## src/rtl/pipe_adder.sv

```systemverilog
// pipe_adder: unsigned W-bit adder whose carry chain is split into
// N = W/CHUNK registered stages, one CHUNK-bit adder per stage.
// Optional build macro: PIPE_ADDER_SAT_EN makes a final carry-out force
// result to all ones. c_out still reports the true carry.
//
// Handshake: a word moves in when in_valid && in_ready and moves out when
// out_valid && out_ready. The whole pipeline advances together on
// en = !out_valid || out_ready. in_ready is en, combinationally. While en
// is low, every stage register, result, c_out and out_valid hold.
module pipe_adder #(
    parameter int W     = 8,
    parameter int CHUNK = 4
) (
    input  logic         clk,
    input  logic         resetn,
    input  logic         in_valid,
    output logic         in_ready,
    input  logic [W-1:0] x_0,
    input  logic [W-1:0] x_1,
    input  logic         c_in,
    output logic         out_valid,
    input  logic         out_ready,
    output logic [W-1:0] result,
    output logic         c_out
);

    localparam int N = W / CHUNK;

    if (CHUNK < 1 || (W % CHUNK) != 0) begin : g_bad_cfg
        $error("pipe_adder: W must be a positive multiple of CHUNK");
    end

    logic en;

    assign en       = !out_valid || out_ready;
    assign in_ready = en;

    // Stage k adds chunk k. It passes the still-unadded upper operand
    // chunks forward and appends its sum chunk to the lower sum bits
    // already produced.
    for (genvar k = 0; k < N; k++) begin : g_stage
        localparam int RW = (N - k) * CHUNK;   // operand bits not yet added
        localparam int SW = (k + 1) * CHUNK;   // sum bits known after this stage

        logic [RW-1:0] a_src;
        logic [RW-1:0] b_src;
        logic          c_src;
        logic          v_src;
        logic [CHUNK:0] chunk_sum;
        logic [SW-1:0] s_nxt;
        logic [SW-1:0] s_load;

        logic          v_q;
        logic          c_q;
        logic [SW-1:0] s_q;

        if (k == 0) begin : g_first
            assign a_src = x_0;
            assign b_src = x_1;
            assign c_src = c_in;
            assign v_src = in_valid;
            assign s_nxt = chunk_sum[CHUNK-1:0];
        end else begin : g_next
            assign a_src = g_stage[k-1].g_ops.a_q;
            assign b_src = g_stage[k-1].g_ops.b_q;
            assign c_src = g_stage[k-1].c_q;
            assign v_src = g_stage[k-1].v_q;
            assign s_nxt = {chunk_sum[CHUNK-1:0], g_stage[k-1].s_q};
        end

        assign chunk_sum = {1'b0, a_src[CHUNK-1:0]}
                         + {1'b0, b_src[CHUNK-1:0]}
                         + {{CHUNK{1'b0}}, c_src};

        if (k == N - 1) begin : g_last
`ifdef PIPE_ADDER_SAT_EN
            assign s_load = chunk_sum[CHUNK] ? {SW{1'b1}} : s_nxt;
`else
            assign s_load = s_nxt;
`endif
        end else begin : g_mid
            assign s_load = s_nxt;
        end

        // Stage valid, carry and partial sum advance only when the pipe is enabled.
        always_ff @(posedge clk or negedge resetn) begin
            if (!resetn) begin
                v_q <= 1'b0;
                c_q <= 1'b0;
                s_q <= '0;
            end else if (en) begin
                v_q <= v_src;
                c_q <= chunk_sum[CHUNK];
                s_q <= s_load;
            end
        end

        if (k < N - 1) begin : g_ops
            logic [RW-CHUNK-1:0] a_q;
            logic [RW-CHUNK-1:0] b_q;

            // Carry the not-yet-added operand chunks to the next stage.
            always_ff @(posedge clk or negedge resetn) begin
                if (!resetn) begin
                    a_q <= '0;
                    b_q <= '0;
                end else if (en) begin
                    a_q <= a_src[RW-1:CHUNK];
                    b_q <= b_src[RW-1:CHUNK];
                end
            end
        end
    end

    assign out_valid = g_stage[N-1].v_q;
    assign result    = g_stage[N-1].s_q;
    assign c_out     = g_stage[N-1].c_q;

endmodule

```

## config.mk

```make
export PLATFORM = sky130hd
export DESIGN_NAME = pipe_adder
export DESIGN_NICKNAME = d
export VERILOG_FILES = /design/src/rtl/pipe_adder.sv
export SDC_FILE = /design/constraint.sdc
export NUM_CORES = 1
export LEC_CHECK = 0
export CORE_MARGIN = 8
export CORE_UTILIZATION = 47
export CTS_CLUSTER_DIAMETER = 200
export DETAILED_ROUTE_END_ITERATION = 16
export GPL_ROUTABILITY_DRIVEN = 0
export PLACE_DENSITY = 0.9
export SETUP_SLACK_MARGIN = 0.02
export SYNTH_ARGS = -nofsm -noshare
export SYNTH_HDL_FRONTEND = slang
export SYNTH_SLANG_ARGS = --single-unit
```

## constraint.sdc

```tcl
create_clock -name clk -period 1.8 [get_ports clk]
set_clock_uncertainty 0.1 [all_clocks]
set_input_delay 0.27 -clock clk [delete_from_list [all_inputs] [get_ports clk]]
set_output_delay 0.27 -clock clk [all_outputs]
set_load 0.01 [all_outputs]
```

Word level (Yosys, flattened, before mapping) --
Cells that the tools add are included.
Operators by class: magnitude comparators 0, eq/ne operators 0, reductions and logical operators 2, multiplexer cells 0, multipliers 0, divide/modulo/power cells 0, bitwise operators 0, shifts and indexed selects 0, $add $sub $neg 4
Operator list (number):
- $add 4x4->5 | 2
- $add 5x1->5 | 2
- $logic_not 1->1 | 1
- $logic_or 1x1->1 | 1
Storage, ports and cells: bits in registers 24, memories 0, bits in latches 0, input port bits 21, output and inout port bits 11, bits in writable memories 0, ROM bits 0

Logic depth before layout (Yosys ltp) --
word-level depth 2, mapped depth 6, mapped depth without buffers 6

Least setup slack after synthesis --
Ideal clock, no wire load.
kind reg2reg, from reg g_stage[0].c_q, to reg g_stage[1].s_q[5] (netlist: result[5]), arrival time 1.399 ns, path buffers 0, clock period less this slack 1.572 ns, cell stages (with the launch flop) 5, setup slack 0.228 ns, data required time 1.627 ns, path through dfrtp_1 > fa_1 > inv_1 > fa_1 > a21oi_2
On the way: longest elaborated chain between the ends 1
Ends and longest elaborated chain:
- start, declared | RTL line 54 | logic c_q;
- start signal, assigned | RTL line 93 | c_q <= chunk_sum[CHUNK];
- $add 5x1->5 | RTL line 73 | + {{CHUNK{1'b0}}, c_src};
- end signal, assigned | RTL line 94 | s_q <= s_load;
- end, declared | RTL line 55 | logic [SW-1:0] s_q;
Every way passes these cells. A chain may end at the register's enable or synchronous reset.

Worst setup path in the final report --
from reg g_stage[0].c_q, to reg g_stage[1].c_q (netlist: c_out)
On the way: longest elaborated chain between the ends 1
Ends and longest elaborated chain (RTL line):
- $add 5x1->5 | 73
- end signal, assigned | 93
- end, declared | 54
Every way passes these cells.

==> results.md <==
* Clock tree sinks at 24
* Critical path buffers and inverters at 1
* DRC at 0
* Syn Nets at about 150
* CP Launch Type: register
* Row Count at 18
* Largest net degree at the start of global routing at 27
* Arr. time, crit path at between 1500 and 2000 ps
* DR top layer: met4
* Routed metal-1 wire length at around 1.1 mm
* Inserted Clock Buffers at 3
* DIE WIDTH at about 66 microns
* Final Max Slew Viols at 0
* Share of layout cells above drive strength 1 at a little over a tenth
* Power, Total at ~1.7 mW
* Critical path's top delay family: adder cells
* GRT Overall Usage at a little over an eighth
* DR iter-0 viols at 54
* Netlist cell types at 19
* 1st-pass router iterations at 4
* Clock Tree Root: clkbuf_4
* Synth Register Bits at 24
* Global route overflow at 0
* Worst-margin pin slew at 303.9 ps
* Setup crit end kind: register
* Crit path top cell by count: fa_1
* Worst Path Max Fanout at 2
* Final hold vios at 0
* Post-Syn Instances at between 100 and 150
* Hold Crit Class: in2async
* RSZ-0062 raised after global routing: no
* Max VDD drop at 0.6647 mV
* Relative slew slack at roughly four fifths
* Netlist Area Pre-Place at ~1200 sq um
* H-tree depth at 1
* Post-Route WL at between 2 and 3 mm
* Setup WS post-layout at approximately 72 ps
* Via/cell ratio at ~5
* Final setup violation count at 0
* Area of the die at 4405 sq um
* Core area at 2432 sq um
* FF-to-FF End: c_out
* Post-synth EDFFs at 0
* WL met2 at ~1.3 mm
* Global-route wire length before repair at ~4.5 mm
* Fin crit share at a little over nine tenths
* Largest stage delay on the critical path at 460 ps
* Status: completed
* Pre-CTS WS at -223.5 ps
* Initial antenna violation count at 0
* Slowest-stage cell, CP: fa_1
* Vias in the first global route at between 900 and 1000
* Final antenna-violating net count at 0
* Wirelength per Cell at 14.37 microns
* Pwr/cell area at 1062 nW/um^2
* Initial Util at between 40% and 50%
* Die height at 66.37 microns
* Maximum clock rate at slightly below 600 MHz
* CP Class: reg2reg
* Worst R2R Path Depth at 6
* Clk buf depth at 2
* R2R Path Start: g_stage[0].c_q
* Max_cap viols at 0
* Antenna cells at 0
* Synth-to-Final Area Change at 32.74%
* Post-detail-place hpwl at about 2.1 mm
* Main synth FF type: dfrtp_1
* Crit-path cells: fa_1 -> inv_1 -> fa_1 -> nor2b_2 -> o21ai_0 -> a21oi_1
* Share of flip-flops with an asynchronous set or reset at 100.0%
* Clk_lat worst skew at 320 ps
* Ys Warns at 0
* # port buffers at 31
* WL met3 at approximately 160 microns
* Leakage at 0.7759 nW
* DR vias at 950
* CTS tree: done
* CP Data Required Time at about 1900 ps
* Clock Pin Slew Worst Setup and Hold Paths at between 100 and 150 ps
* Min cycle time layout at roughly 1700 ps
* Ports at 32
* Post-synthesis sequential area ratio at about half
* Final net count at between 150 and 200
* Syn Area/Cell at 9.774 sq um
* Post-DP Area at 1521 sq um
* Design Area, Final at between 1500 and 2000 sq um
* Internal reg-to-reg setup slack at 70 ps
-- routing by layer --
metal,track usage [%],vias up
met1,14.62,463
met4,7.467,0
met3,2.712,9
met2,22.68,30
li1,-,448
met5,0,-
-- report_power, final --
part / switching [mW] / internal, mW / leakage (nW)
Combinational: 0.263 / 0.296 / 0.463
Sequential: 0.0710 / 0.661 / 0.285
Clock: 0.164 / 0.225 / 0.0279
-- flip-flops by register name (all words and copies together), names as in the netlist --
signal,flops
g_stage.v_q,1
c_out,1
g_stage.g_ops.b_q,4
g_stage.s_q,4
g_stage.g_ops.a_q,4
result,8
out_valid,1
g_stage.c_q,1
-- cell usage after synthesis (3+ instances only) --
cell / number / area, sq um
ha_1: 6 / 75.07
a21oi_2: 4 / 35.03
dfrtp_1: 24 / 600.6
fa_1: 4 / 80.08
o21ai_0: 6 / 30.03
buf_6: 3 / 33.78
nand2_1: 45 / 168.9
nor2_1: 6 / 22.52
inv_1: 8 / 30.03
-- per-stage QoR --
stage	hold WS [ps]	util [%]	std cells	TNS, ps
finish	198.2	65.07	187	0
global route	221.5	65.07	187	0
CTS	208.7	64.97	187	0
detailed placement	363.0	62.55	182	-691.5
global placement	340.7	62.55	182	-365.1
floorplan	-125.6	-	122	0
-- cell type report --
| class | instances | area, sq um |
|---|---|---|
| clock buffer | 3 | 22.52 |
| fill | 187 | 849.6 |
| sequential | 24 | 600.6 |
| tap | 30 | 37.54 |
| inverter | 9 | 36.28 |
| timing repair buffer | 35 | 339.1 |
| clock inverter | 1 | 30.03 |
| multi-input combinational | 85 | 516.7 |
-- cell families (layout without fill, tap and decap cells) --
family / after synthesis / in the layout / synth area share (%)
XOR/XNOR: 2 / 2 / 1.469
adder cells (fa/ha/maj): 10 / 10 / 13.01
flip-flops: 24 / 24 / 50.37
AO/OA/AOI/OAI: 18 / 18 / 9.863
AND/OR/NAND/NOR: 55 / 55 / 18.78
buffers and inverters: 13 / 48 / 6.506
-- cells in the final DEF (no fill, tap or decap) --
master            n
a21o_1            2
a21oi_1           2
a21oi_2           4
buf_4             4
bufinv_16         1
clkbuf_4          3
clkdlybuf4s50_1  30
dfrtp_1          24
dlygate4sd2_1     1
fa_1              4
ha_1              6
inv_1             8
inv_4             1
nand2_1          45
nand2b_1          1
nor2_1            6
nor2b_1           1
nor2b_2           1
nor2b_4           1
o21ai_0           6
o21ai_1           2
o21ai_2           2
xor2_1            2
-- what timing repair did --
action | CTS | global route
endpoints found under the setup margin | 1 | 1
setup buffers | 1 | 0
hold buffers | 0 | 0
resized for setup | 1 | 1
-- worst max path at each step --
stage	endpoint	from	slack (ps)	depth (start not counted)
global route	result[7]	g_stage[0].c_q	30	5
floorplan	result[5]	g_stage[0].c_q	230	4
CTS	out_valid	out_valid	70	2
detailed placement	g_stage[0].c_q	x_0[0]	-220	7
finish	c_out	g_stage[0].c_q	70	6
global placement	g_stage[0].s_q[1]	x_0[0]	-110	5
-- worst register-to-register path, cell delays in order (launching register included) --
cell and delay (ps):
dfrtp_1 440, fa_1 460, inv_1 90, fa_1 200, nor2b_2 60, o21ai_0 180, a21oi_1 100
Power figures use the tool's default switching activity.
